[src/rtl/mc_seq_pkg.sv]
// Shared encodings for the multi-cycle control sequencer: FSM states,
// decoder instruction classes and the default watchdog limit.
package mc_seq_pkg;
    typedef enum logic [2:0] {
        S_FETCH   = 3'd0,
        S_DECODE  = 3'd1,
        S_EXEC    = 3'd2,
        S_MEM     = 3'd3,
        S_WB      = 3'd4,
        S_MD_WAIT = 3'd5,
        S_TRAP    = 3'd6,
        S_FAULT   = 3'd7
    } state_t;

    localparam logic [2:0] C_ALU    = 3'd0;
    localparam logic [2:0] C_LOAD   = 3'd1;
    localparam logic [2:0] C_STORE  = 3'd2;
    localparam logic [2:0] C_BRANCH = 3'd3;
    localparam logic [2:0] C_MULDIV = 3'd4;
    localparam logic [2:0] C_SYS    = 3'd5;

    localparam int MD_TIMEOUT_DEF = 64;

    function automatic logic is_illegal(input logic [2:0] cls);
        return cls >= 3'd6;
    endfunction
endpackage

[src/rtl/md_watchdog.sv]
// Cycle counter guarding the mul/div handshake; expired flags the last
// permitted wait cycle so the sequencer can still honour a late md_done.
module md_watchdog #(
    parameter int MD_TIMEOUT = 64,
    localparam int MD_CNT_W  = $clog2(MD_TIMEOUT + 1)
) (
    input  logic i_clk,
    input  logic i_rst_n,
    input  logic i_clear,
    input  logic i_enable,
    output logic o_expired
);
    logic [MD_CNT_W-1:0] r_count;

    always_ff @(posedge i_clk) begin
        if (!i_rst_n)      r_count <= '0;
        else if (i_clear)  r_count <= '0;
        else if (i_enable) r_count <= r_count + 1'b1;
    end

    assign o_expired = (r_count == MD_CNT_W'(MD_TIMEOUT - 1));
endmodule

[src/rtl/mc_sequencer.sv]
// Multi-cycle MIPS control sequencer: decides when IR/PC/RF/DM/HILO/EPC
// writes happen, handshakes with memories and the mul/div unit.
module mc_sequencer
    import mc_seq_pkg::*;
#(
    parameter int MD_TIMEOUT = MD_TIMEOUT_DEF,
    parameter int CNT_W      = 32
) (
    input  logic             i_clk,
    input  logic             i_rst_n,
    input  logic [2:0]       i_inst_class,
    input  logic             i_exception_req,
    input  logic             i_imem_ready,
    input  logic             i_dmem_ready,
    input  logic             i_md_done,
    output logic             o_imem_req,
    output logic             o_dmem_req,
    output logic             o_dm_we,
    output logic             o_ir_we,
    output logic             o_pc_we,
    output logic             o_rf_we,
    output logic             o_hilo_we,
    output logic             o_epc_we,
    output logic             o_md_start,
    output logic [2:0]       o_state,
    output logic             o_fault,
    output logic [CNT_W-1:0] o_retired
);
    state_t           r_state, w_next;
    logic             r_fault;
    logic [CNT_W-1:0] r_retired;
    logic             w_retire, w_md_clear, w_md_expired;

    assign w_md_clear = (r_state == S_EXEC) && (i_inst_class == C_MULDIV);

    md_watchdog #(.MD_TIMEOUT(MD_TIMEOUT)) u_wdog (
        .i_clk     (i_clk),
        .i_rst_n   (i_rst_n),
        .i_clear   (w_md_clear),
        .i_enable  (r_state == S_MD_WAIT),
        .o_expired (w_md_expired)
    );

    always_ff @(posedge i_clk) begin
        if (!i_rst_n) begin
            r_state <= S_FETCH;
            r_fault <= 1'b0;
        end else begin
            r_state <= w_next;
            if (w_next == S_FAULT) r_fault <= 1'b1;
        end
    end

    always_comb begin
        w_next = r_state;
        case (r_state)
            S_FETCH:  if (i_imem_ready) w_next = S_DECODE;
            S_DECODE: w_next = (i_exception_req || is_illegal(i_inst_class)) ? S_TRAP : S_EXEC;
            S_EXEC: begin
                case (i_inst_class)
                    C_ALU:           w_next = S_WB;
                    C_LOAD, C_STORE: w_next = S_MEM;
                    C_BRANCH:        w_next = S_FETCH;
                    C_MULDIV:        w_next = S_MD_WAIT;
                    C_SYS:           w_next = i_exception_req ? S_TRAP : S_WB;
                    default:         w_next = S_TRAP;
                endcase
            end
            S_MEM: if (i_dmem_ready) w_next = (i_inst_class == C_STORE) ? S_FETCH : S_WB;
            S_WB:  w_next = S_FETCH;
            // md_done takes priority over a simultaneous watchdog expiry
            S_MD_WAIT: begin
                if (i_md_done)         w_next = S_FETCH;
                else if (w_md_expired) w_next = S_FAULT;
            end
            S_TRAP:  w_next = S_FETCH;
            S_FAULT: w_next = S_FAULT;
            default: w_next = S_FETCH;
        endcase
    end

    always_comb begin
        o_imem_req = 1'b0;
        o_dmem_req = 1'b0;
        o_dm_we    = 1'b0;
        o_ir_we    = 1'b0;
        o_pc_we    = 1'b0;
        o_rf_we    = 1'b0;
        o_hilo_we  = 1'b0;
        o_epc_we   = 1'b0;
        o_md_start = 1'b0;
        o_fault    = 1'b0;
        o_state    = 3'd0;
        o_retired  = '0;
        w_retire   = 1'b0;
        if (i_rst_n) begin
            o_state   = r_state;
            o_fault   = r_fault;
            o_retired = r_retired;
            case (r_state)
                S_FETCH: begin
                    o_imem_req = 1'b1;
                    o_ir_we    = i_imem_ready;
                end
                S_EXEC: begin
                    if (i_inst_class == C_BRANCH) begin
                        o_pc_we  = 1'b1;
                        w_retire = 1'b1;
                    end
                    o_md_start = (i_inst_class == C_MULDIV);
                end
                S_MEM: begin
                    o_dmem_req = 1'b1;
                    o_dm_we    = (i_inst_class == C_STORE);
                    if (i_dmem_ready && i_inst_class == C_STORE) begin
                        o_pc_we  = 1'b1;
                        w_retire = 1'b1;
                    end
                end
                S_WB: begin
                    o_rf_we  = 1'b1;
                    o_pc_we  = 1'b1;
                    w_retire = 1'b1;
                end
                S_MD_WAIT: begin
                    o_hilo_we = i_md_done;
                    o_pc_we   = i_md_done;
                    w_retire  = i_md_done;
                end
                S_TRAP: begin
                    o_epc_we = 1'b1;
                    o_pc_we  = 1'b1;
                end
                default: ;
            endcase
        end
    end

    always_ff @(posedge i_clk) begin
        if (!i_rst_n)      r_retired <= '0;
        else if (w_retire) r_retired <= r_retired + 1'b1;
    end
endmodule
[config.mk]
export PLATFORM = sky130hd
export DESIGN_NAME = mc_sequencer
export DESIGN_NICKNAME = d
export VERILOG_FILES = /design/src/rtl/mc_seq_pkg.sv /design/src/rtl/md_watchdog.sv /design/src/rtl/mc_sequencer.sv
export SDC_FILE = /design/constraint.sdc
export NUM_CORES = 1
export LEC_CHECK = 0
export CAP_MARGIN = 20
export CORE_MARGIN = 2
export CORE_UTILIZATION = 45
export CTS_BUF_LIST = sky130_fd_sc_hd__clkbuf_8
export DETAILED_ROUTE_END_ITERATION = 12
export PLACE_DENSITY_LB_ADDON = 0.15
export SLEW_MARGIN = 20
export SYNTH_ARGS = -nofsm -noshare
export SYNTH_HDL_FRONTEND = slang
export SYNTH_HIERARCHICAL = 1
export SYNTH_SLANG_ARGS = --single-unit
[constraint.sdc]
create_clock -name i_clk -period 2.55 [get_ports i_clk]
set_input_delay 0.255 -clock i_clk [delete_from_list [all_inputs] [get_ports i_clk]]
set_output_delay 0.255 -clock i_clk [all_outputs]
set_load 0.02 [all_outputs]
## Yosys cells after proc, flatten, opt, wreduce, memory -nomap -nowiden

Cells that the tools add are included.

| word-level totals | value |
|---|---|
| memories | 0 |
| logic and storage cells | 64 |
| output and inout bits | 45 |
| flip-flop bits (word level) | 43 |
| bits in latches | 0 |
| memory bits (writable) | 0 |
| bits in read-only memories | 0 |

| operators by class | value |
|---|---|
| $lt $le $gt $ge | 1 |
| eq/ne operators | 14 |
| div/mod/pow operators | 0 |
| shift-type cells | 0 |
| multipliers | 0 |
| add/sub/neg operators | 2 |
| multiplexer cells | 34 |
| bitwise gates (word level) | 1 |
| reduce and logical (&&, ||, !) cells | 8 |

Operator list:

| kind | number |
|---|---|
| 32-bit by 1-bit adder with 32-bit output, second input constant | 1 |
| 32-bit two-way mux | 1 |
| 3-bit equality test, second input constant | 7 |
| 1-bit two-way mux | 21 |
| 3-bit two-way mux | 7 |
| 3-bit one-hot mux with 7 select lines | 1 |
| 3-bit one-hot mux with 5 select lines | 1 |
| 3-bit by 2-bit equality test with 1-bit output, second input constant | 4 |
| 1-bit one-hot mux with 4 select lines | 2 |
| 7-bit by 1-bit adder with 7-bit output, second input constant | 1 |
| 7-bit by 6-bit equality test with 1-bit output, second input constant | 1 |
| 3-bit by 1-bit equality test with 1-bit output, second input constant | 2 |
| 3-bit logical NOT | 2 |
| 2-bit OR reduction | 3 |
| 3-bit >= comparator, second input constant | 1 |
| 1-bit logical AND | 2 |
| 2-bit two-way mux | 1 |
| 1-bit logical OR | 1 |
| 1-bit inverter | 1 |

## Logic depth before layout (Yosys ltp)

Gate-level depths: netlist of run 1.

| depth | value |
|---|---|
| word-level depth | 5 |
| depth in mapped cells | 8 |
| mapped depth without buffers | 8 |

## By module

The synthesis of run 1 kept the hierarchy.

Modules (own cells, without submodules):

| module | cells an instance | times used | area each (um^2) |
|---|---|---|---|
| mc_sequencer | 284 | 1 | 2,224.6 |
| md_watchdog | 33 | 1 | 306.5 |

## Worst setup path after synthesis of run 1

Ideal clock, no wire load.

| timing path | value |
|---|---|
| path kind | input to register |
| start | input port i_inst_class[0] |
| end | register r_retired[9] |
| cell stages on the path | 7 |
| required time | 2.429 ns |
| arrival time | 1.766 ns |
| path buffers | 2 |
| setup slack | 0.663 ns |
| path through | buf_2 -> or3b_4 -> o32ai_4 -> buf_6 -> o21ai_0 -> nor3_1 -> mux2_2 |

| on the way | value |
|---|---|
| longest elaborated chain between the ends | 5 |
| elaborated cells between the ends (all ways) | 7 |
| classes of those cells | eq/ne: 2; mux: 4; reduce/logical: 1 |

Ends and longest elaborated chain:

| item | line | text |
|---|---|---|
| start, declared | mc_sequencer.sv:11 | `input logic [2:0] i_inst_class,` |
| 3-bit by 2-bit equality test with 1-bit output | mc_sequencer.sv:115 | `if (i_dmem_ready && i_inst_class == C_STORE) begin` |
| 1-bit logical AND | mc_sequencer.sv:115 |  |
| 1-bit two-way mux | mc_sequencer.sv:115 |  |
| 1-bit one-hot mux with 4 select lines * | mc_sequencer.sv:100 | `case (r_state)` |
| 1-bit two-way mux * | mc_sequencer.sv:96 | `if (i_rst_n) begin` |
| end signal, assigned | mc_sequencer.sv:141 | `else if (w_retire) r_retired <= r_retired + 1'b1;` |
| end, declared | mc_sequencer.sv:31 | `logic [CNT_W-1:0] r_retired;` |

Mark *: on every way between the ends. The rest lies on a longest branch, timed or not.
A chain may end at the register's enable or synchronous reset.

## Worst setup path after layout of run 1

| timing path | value |
|---|---|
| start | register r_state[1] |
| end | output port o_md_start |

| on the way | value |
|---|---|
| longest elaborated chain between the ends | 3 |

Ends and longest elaborated chain:

| item | line | text |
|---|---|---|
| start, declared | mc_sequencer.sv:29 | `state_t r_state, w_next;` |
| start signal, assigned | mc_sequencer.sv:49 | `r_state <= w_next;` |
| 3-bit by 2-bit equality test with 1-bit output | mc_sequencer.sv:100 |  |
| 1-bit two-way mux | mc_sequencer.sv:100 |  |
| 1-bit two-way mux | mc_sequencer.sv:96 |  |
| end, declared | mc_sequencer.sv:24 | `output logic o_md_start,` |

No other way between the ends.

==> results.md, run 1 <==
* Filler instances at 569
* Maximum buffer depth of the clock tree at 2
* Dpl cells at roughly 440
* CP max FO at 6
* Die area at around 6200 um2
* Die X at around 80 um
* Overflow after GRT at 0
* Max transition margin at around 59%
* Dpl hpwl at around 4300 um
* Worst hold slack at 490.5 ps
* Yosys Warn Count at 6
* Final instance area at 3256 um2
* R2R Setup Slk at ~320 ps
* Setup Skew at approximately 13 ps
* Latest clock arrival within the worst-skew pair at ~290 ps
* Final RePlAce weighted congestion at around 0.91
* Critical Path RT at roughly 2300 ps
* Synth top area cells: dfxtp_1, and2_1, o21ai_0
* Number of port buffers at 53
* Antenna violations before repair at 0
* Setup-failing EPs final at 0
* Clock slew at reported path FFs at ~80 ps
* Number of synthesized flops with an enable pin at 0
* Peak supply drop at 0.2379 mV
* Vias in the first global route at roughly 2300
* Post-CTS Hold Buffers at 0
* # IOs at 54
* Gr usage total at about 20%
* Initial Utilization at ~46%
* Max cap viols at 0
* Dominant synthesized flop cell: dfxtp_1
* CTS tree: yes
* Mean Syn Cell Area at between 7 and 8 um2
* Crit path launch type: flop
* Drt first-iter violations at 87
* Syn_nets at 328
* RSZ-0062 raised after global routing: false
* Worst hold path type: reg -> reg
* Synth cell types at slightly above 50
* Vias per inst at between 5 and 6
* Core Footprint at approximately 5500 um2
* Minimum clock period at 2373 ps
* Power Density at 379.5 nW/um2
* #FFs+latches synth at between 40 and 50
* Critical path endpoint category: output pin
* Leakage at ~0.0012 uW
* Worst Tran Pin Value at about 610 ps
* Most common cell after layout, fill and taps aside: clkdlybuf4s50_1
* Row count at 27
* Vias at around 2400
* Share of layout cells above drive strength 1 at under 10%
* Syn Inst Count at about 320
* Post-DRT Antenna Nets at 0
* Yosys top cell by area: dfxtp_1
* Total Wirelength at just under 6000 um
* Crit Path Class: reg -> out
* Max Clock Freq at 421.3 MHz
* Setup_tns at 0 ps
* Final Hold Vio Count at 0
* Final slew viol count at 0
* Largest net degree at the start of global routing at 29
* Avg WL per Cell at between 10 and 15 um
* Top cell type's share of synthesized area at 34.01%
* Synthesized area at ~2500 um2
* FFs w/ async S/R, synth at 0%
* Commonest cells after routing, fill and taps aside: clkdlybuf4s50_1, dfxtp_1, and2_1, nor2_1, nand2_1
* Antenna cells at 0
* Num CTS Buffers at 5
* H-Tree Level Count at 2
* Seq/Total Area, Yosys at between 30 and 40%
* Tcrit/Tclk final at a little over 90%
* Non-Filler Instances at between 400 and 500
* Clock sink count at between 40 and 50
* Power Total at around 1200 uW
* Area grow syn2layout at 28.62%
* Die Ht at ~79 um
* TritonRoute pass-1 iters at 4
* First-pass GRT wire length at approximately 10000 um
* Status: completed
* DRC errors left at 0
* Nets at between 300 and 400
* DP Area at roughly 3200 um2
* Crit path DAT at between 2000 and 2500 ps
* Root Buffer: clkbuf_8
logic make-up (layout without fill, tap and decap cells):
| kind of cell | Yosys count | count (layout) | share of synthesized area, % |
|---|---|---|---|
| AOI/OAI and AO/OA | 74 | 74 | 19.77 |
| and+or+nand+nor | 150 | 150 | 32.48 |
| buffers and inverters | 31 | 91 | 6.623 |
| muxes | 4 | 4 | 1.631 |
| DFF | 43 | 43 | 34.01 |
| xor gates and xnor gates | 13 | 13 | 4.498 |
| adders and majority gates | 2 | 2 | 0.9885 |
flip-flops by register name, summed over array words and instances, names as in the netlist:
signal          flops
r_retired          32
r_state             3
r_fault             1
u_wdog/r_count      7
report_power, final:
part	switching (uW)	internal [uW]	leakage (uW)
logic	54.9	42.9	0.000755
clock network	239	218	0.0000526
registers	7.24	673	0.000347
total	301	935	0.00115
final timing paths:
kind | from | end | depth (start not counted)
worst max-delay path | r_state[1] | o_md_start | 4
worst min-delay path | r_retired[8] | r_retired[8] | 2
worst max register to register | r_state[2] | r_retired[19] | 5
worst min register to register | r_retired[8] | r_retired[8] | 2
Yosys cell counts (all sizes together) (2+ instances only):
master	instances
dfxtp	43
and2	30
nor2	26
nand2	23
o21ai	22
a21oi	16
nor3	16
inv	13
nand3	11
or3	10
buf	9
nand2b	9
o31ai	9
clkbuf	8
nand4	8
xnor2	8
o2111ai	7
o21a	6
xor2	5
and3	4
nor4	4
mux2i	3
o211ai	3
ha	2
nor2b	2
nor3b	2
o22ai	2
or4	2
routing by layer:
layer  part of all wire (%)  global-route usage, %
met5                      0                      0
met4                    1.1                  5.862
met3                    3.5                  3.409
met2                     46                  32.97
met1                     49                  25.48
worst max-delay path, cell delays in order (launching register included):
cell	delay [ps]
dfxtp_1	480
nor3b_2	370
nand2_1	120
nor4_1	200
clkdlybuf4s50_1	660
cell type report:
cell class                      instances  area, um2  area share [%]
Multi-Input combinational cell        243       1503           46.16
Sequential cell                        43      862.1           26.48
Timing Repair Buffer                   69      653.1           20.06
Tap cell                               72      90.09           2.767
Clock buffer                            6      82.58           2.537
Inverter                               14      52.55           1.614
Clock inverter                          2      12.51          0.3843
repair_timing:
action | 4_1_cts | 5_1_grt
setup endpoints to repair | 0 | 1
buffers inserted | 0 | 0
resized for setup | 0 | 2
hold endpoints to repair | 0 | 0
metrics by stage:
stage,setup slack [ps],utilization (%)
6_report,176.6,59.49
3_5_place_dp,78.01,57.68
2_1_floorplan,663.4,-
3_3_place_gp,150.4,57.68
5_1_grt,88.77,59.49
4_1_cts,114.9,59.42
Power figures use the tool's default switching activity.
==> inputs of run 2 (changes only) <==
--- a/config.mk
+++ b/config.mk
@@ -8,7 +8,7 @@
 export CAP_MARGIN = 20
 export CORE_MARGIN = 2
 export CORE_UTILIZATION = 45
-export CTS_BUF_LIST = sky130_fd_sc_hd__clkbuf_8
+export CTS_BUF_LIST = sky130_fd_sc_hd__clkbuf_4
 export DETAILED_ROUTE_END_ITERATION = 12
 export PLACE_DENSITY_LB_ADDON = 0.15
 export SLEW_MARGIN = 20
==> run 2 against run 1 <==
Compared with the run above:
- die area did not move
- clock skew grew 5.3 ps
- hold slack better by 4.0 ps
- first-iteration DRC count is 3.4% lower
- non-clock buffer count unchanged
- global-route usage barely moved
- clock power is 25% lower
- critical path type unchanged
- largest cell class unchanged
==> results.md, run 2 (synthesis gave the netlist of run 1 again) <==
* Antenna cells at 0
* Dpl hpwl at around 4300 um
* Power Density at ~350 nW/um2
* RSZ-0062 raised after global routing: false
* Psw at 286.8 uW
* Largest regs: r_retired: 32 flops, u_wdog/r_count: 7 flops, r_state: 3 flops
* Nets at approximately 390
* Worst reg2reg path depth at 8
* Num CTS Buffers at 5
* Critical path endpoint category: output pin
* Leakage at between 0.001 and 0.0015 uW
* Overflow after GRT at 0
* Routed length on met1 at approximately 2900 um
* Latest clock arrival within the worst-skew pair at 350 ps
* Routed wl met3 at 254 um
* Vias in the first global route at about 2300
* Root Buffer: clkbuf_4
* Register with the most flip-flops: r_retired
* R2R Setup Slk at between 300 and 400 ps
* Antenna violations before repair at 0
* Status: completed
* Crit path launch type: flop
* First-pass GRT wire length at about 10000 um
* Die area at 6241 um2
* Core Footprint at between 5000 and 6000 um2
* Crit path DAT at roughly 2100 ps
* CTS tree: yes
* Clock sink count at 43
* Initial Utilization at between 40% and 50%
* Setup_tns at 0 ps
* Peak supply drop at ~0.22 mV
* Max cap viols at 0
* Maximum buffer depth of the clock tree at 2
* # IOs at 54
* Highest routed layer: met4
* Drt first-iter violations at 84
* Combinational share of power at 8.7%
* Final Hold Vio Count at 0
* Register area at 863.3 um2
* End of the worst register-to-register path: r_retired[13]
* DRC errors left at 0
* Area grow syn2layout at 27.43%
* Tcrit/Tclk final at 93.79%
* Final RePlAce weighted congestion at 0.9118
* FF-to-FF Start: r_state[1]
* Setup Skew at 18.16 ps
* Critical Path RT at approximately 2300 ps
* TritonRoute pass-1 iters at 4
* Max Clock Freq at ~420 MHz
* Non-Filler Instances at between 400 and 500
* Int Power at 835.6 uW
* Final slew viol count at 0
* CP max FO at 6
* Crit Path Class: reg -> out
* Vias at approximately 2400
* Minimum clock period at approximately 2400 ps
* Filler instances at between 500 and 600
* Max FFs per register at 32
* Gr usage total at between 10% and 20%
* Worst hold path type: reg -> reg
* Avg WL per Cell at roughly 13 um
* Largest net degree at the start of global routing at 29
* Post-DRT Antenna Nets at 0
* Dpl cells at between 400 and 500
* Commonest cells after routing, fill and taps aside: clkdlybuf4s50_1, dfxtp_1, and2_1, nor2_1, nand2_1
* Critical path origin: r_state[1]
* Number of port buffers at 53
* Share of layout cells above drive strength 1 at a little over 9%
* Vias per inst at around 5.4
* Max transition margin at around three fifths
* Worst setup path end: o_md_start
* Total Wirelength at 5965 um
* Die X at roughly 79 um
* Die Ht at 79 um
* Setup Fix Bufs, Post-CTS at 0
* Metal2 WL at roughly 2800 um
* Row count at 27
* Clock power share at between 30 and 40%
* Reg power frac at 60.8%
* H-Tree Level Count at 2
* Sw Ratio at roughly 26%
* Worst hold slack at roughly 490 ps
* Most common cell after layout, fill and taps aside: clkdlybuf4s50_1
* Clock slew at reported path FFs at 120 ps
* Setup-failing EPs final at 0
* Footprint of the multi-input gates at ~1500 um2
* Worst Tran Pin Value at between 500 and 600 ps
run 2: cell types whose count changed in the layout (fill, tap and decap cells not counted), sizes merged:
cell    previous run  this run
inv               14        13
clkinv             2         3
run 2: worst max-delay path, cell delays in order, from the launching register on:
cell,delay [ps]
dfxtp_1,510
nor3b_4,320
nand2_1,110
nor4_1,200
clkdlybuf4s50_1,660
run 2: worst min-delay path by stage:
stage / startpoint / to / cells past startpoint
2_1_floorplan: i_imem_ready / r_state[0] / 2
3_3_place_gp: r_retired[8] / r_retired[8] / 2
3_5_place_dp: r_retired[8] / r_retired[8] / 2
4_1_cts: r_retired[8] / r_retired[8] / 2
5_1_grt: r_retired[8] / r_retired[8] / 2
6_report: r_retired[8] / r_retired[8] / 2
run 2: area by class of cell:
| cell class | instances | share of cell area [%] |
|---|---|---|
| clock buffer | 6 | 1.396 |
| clock inverter | 2 | 0.3879 |
| inverter | 14 | 1.629 |
| multi-input combinational | 243 | 46.78 |
| sequential | 43 | 26.76 |
| tap | 72 | 2.793 |
| timing repair buffer | 69 | 20.25 |
run 2: timing repair:
action                                  4_1_cts  5_1_grt
endpoints found under the hold margin         0        0
hold buffers                                  0        0
endpoints found under the setup margin        0        2
resized for setup                             0        4
run 2: power groups by stage:
stage / Clock (uW) / Sequential, uW / Combinational [uW]
CTS: 358 / 681 / 97.6
finish: 342 / 682 / 98.1
global route: 387 / 683 / 107
floorplan: 0 / 692 / 62.0
global placement: 0 / 696 / 97.8
detailed placement: 0 / 696 / 96.9
run 2: metal layers:
| metal | track usage (%) | up-vias |
|---|---|---|
| li1 | - | 1250 |
| met3 | 3.750 | 8 |
| met5 | 0 | - |
| met4 | 5.345 | 0 |
| met1 | 25.41 | 1128 |
| met2 | 33.14 | 55 |
run 2: per-stage QoR:
step / setup slack (ps) / instance area, um2 / total power (uW) / util (%)
6_report: 158.3 / 3226 / 1122 / 58.94
5_1_grt: 64.45 / 3226 / 1177 / 58.94
4_1_cts: 43.84 / 3214 / 1137 / 58.73
3_5_place_dp: 78.01 / 3157 / 793.0 / 57.68
3_3_place_gp: 150.4 / 3157 / 794.1 / 57.68
2_1_floorplan: 663.4 / 2531 / 753.6 / -
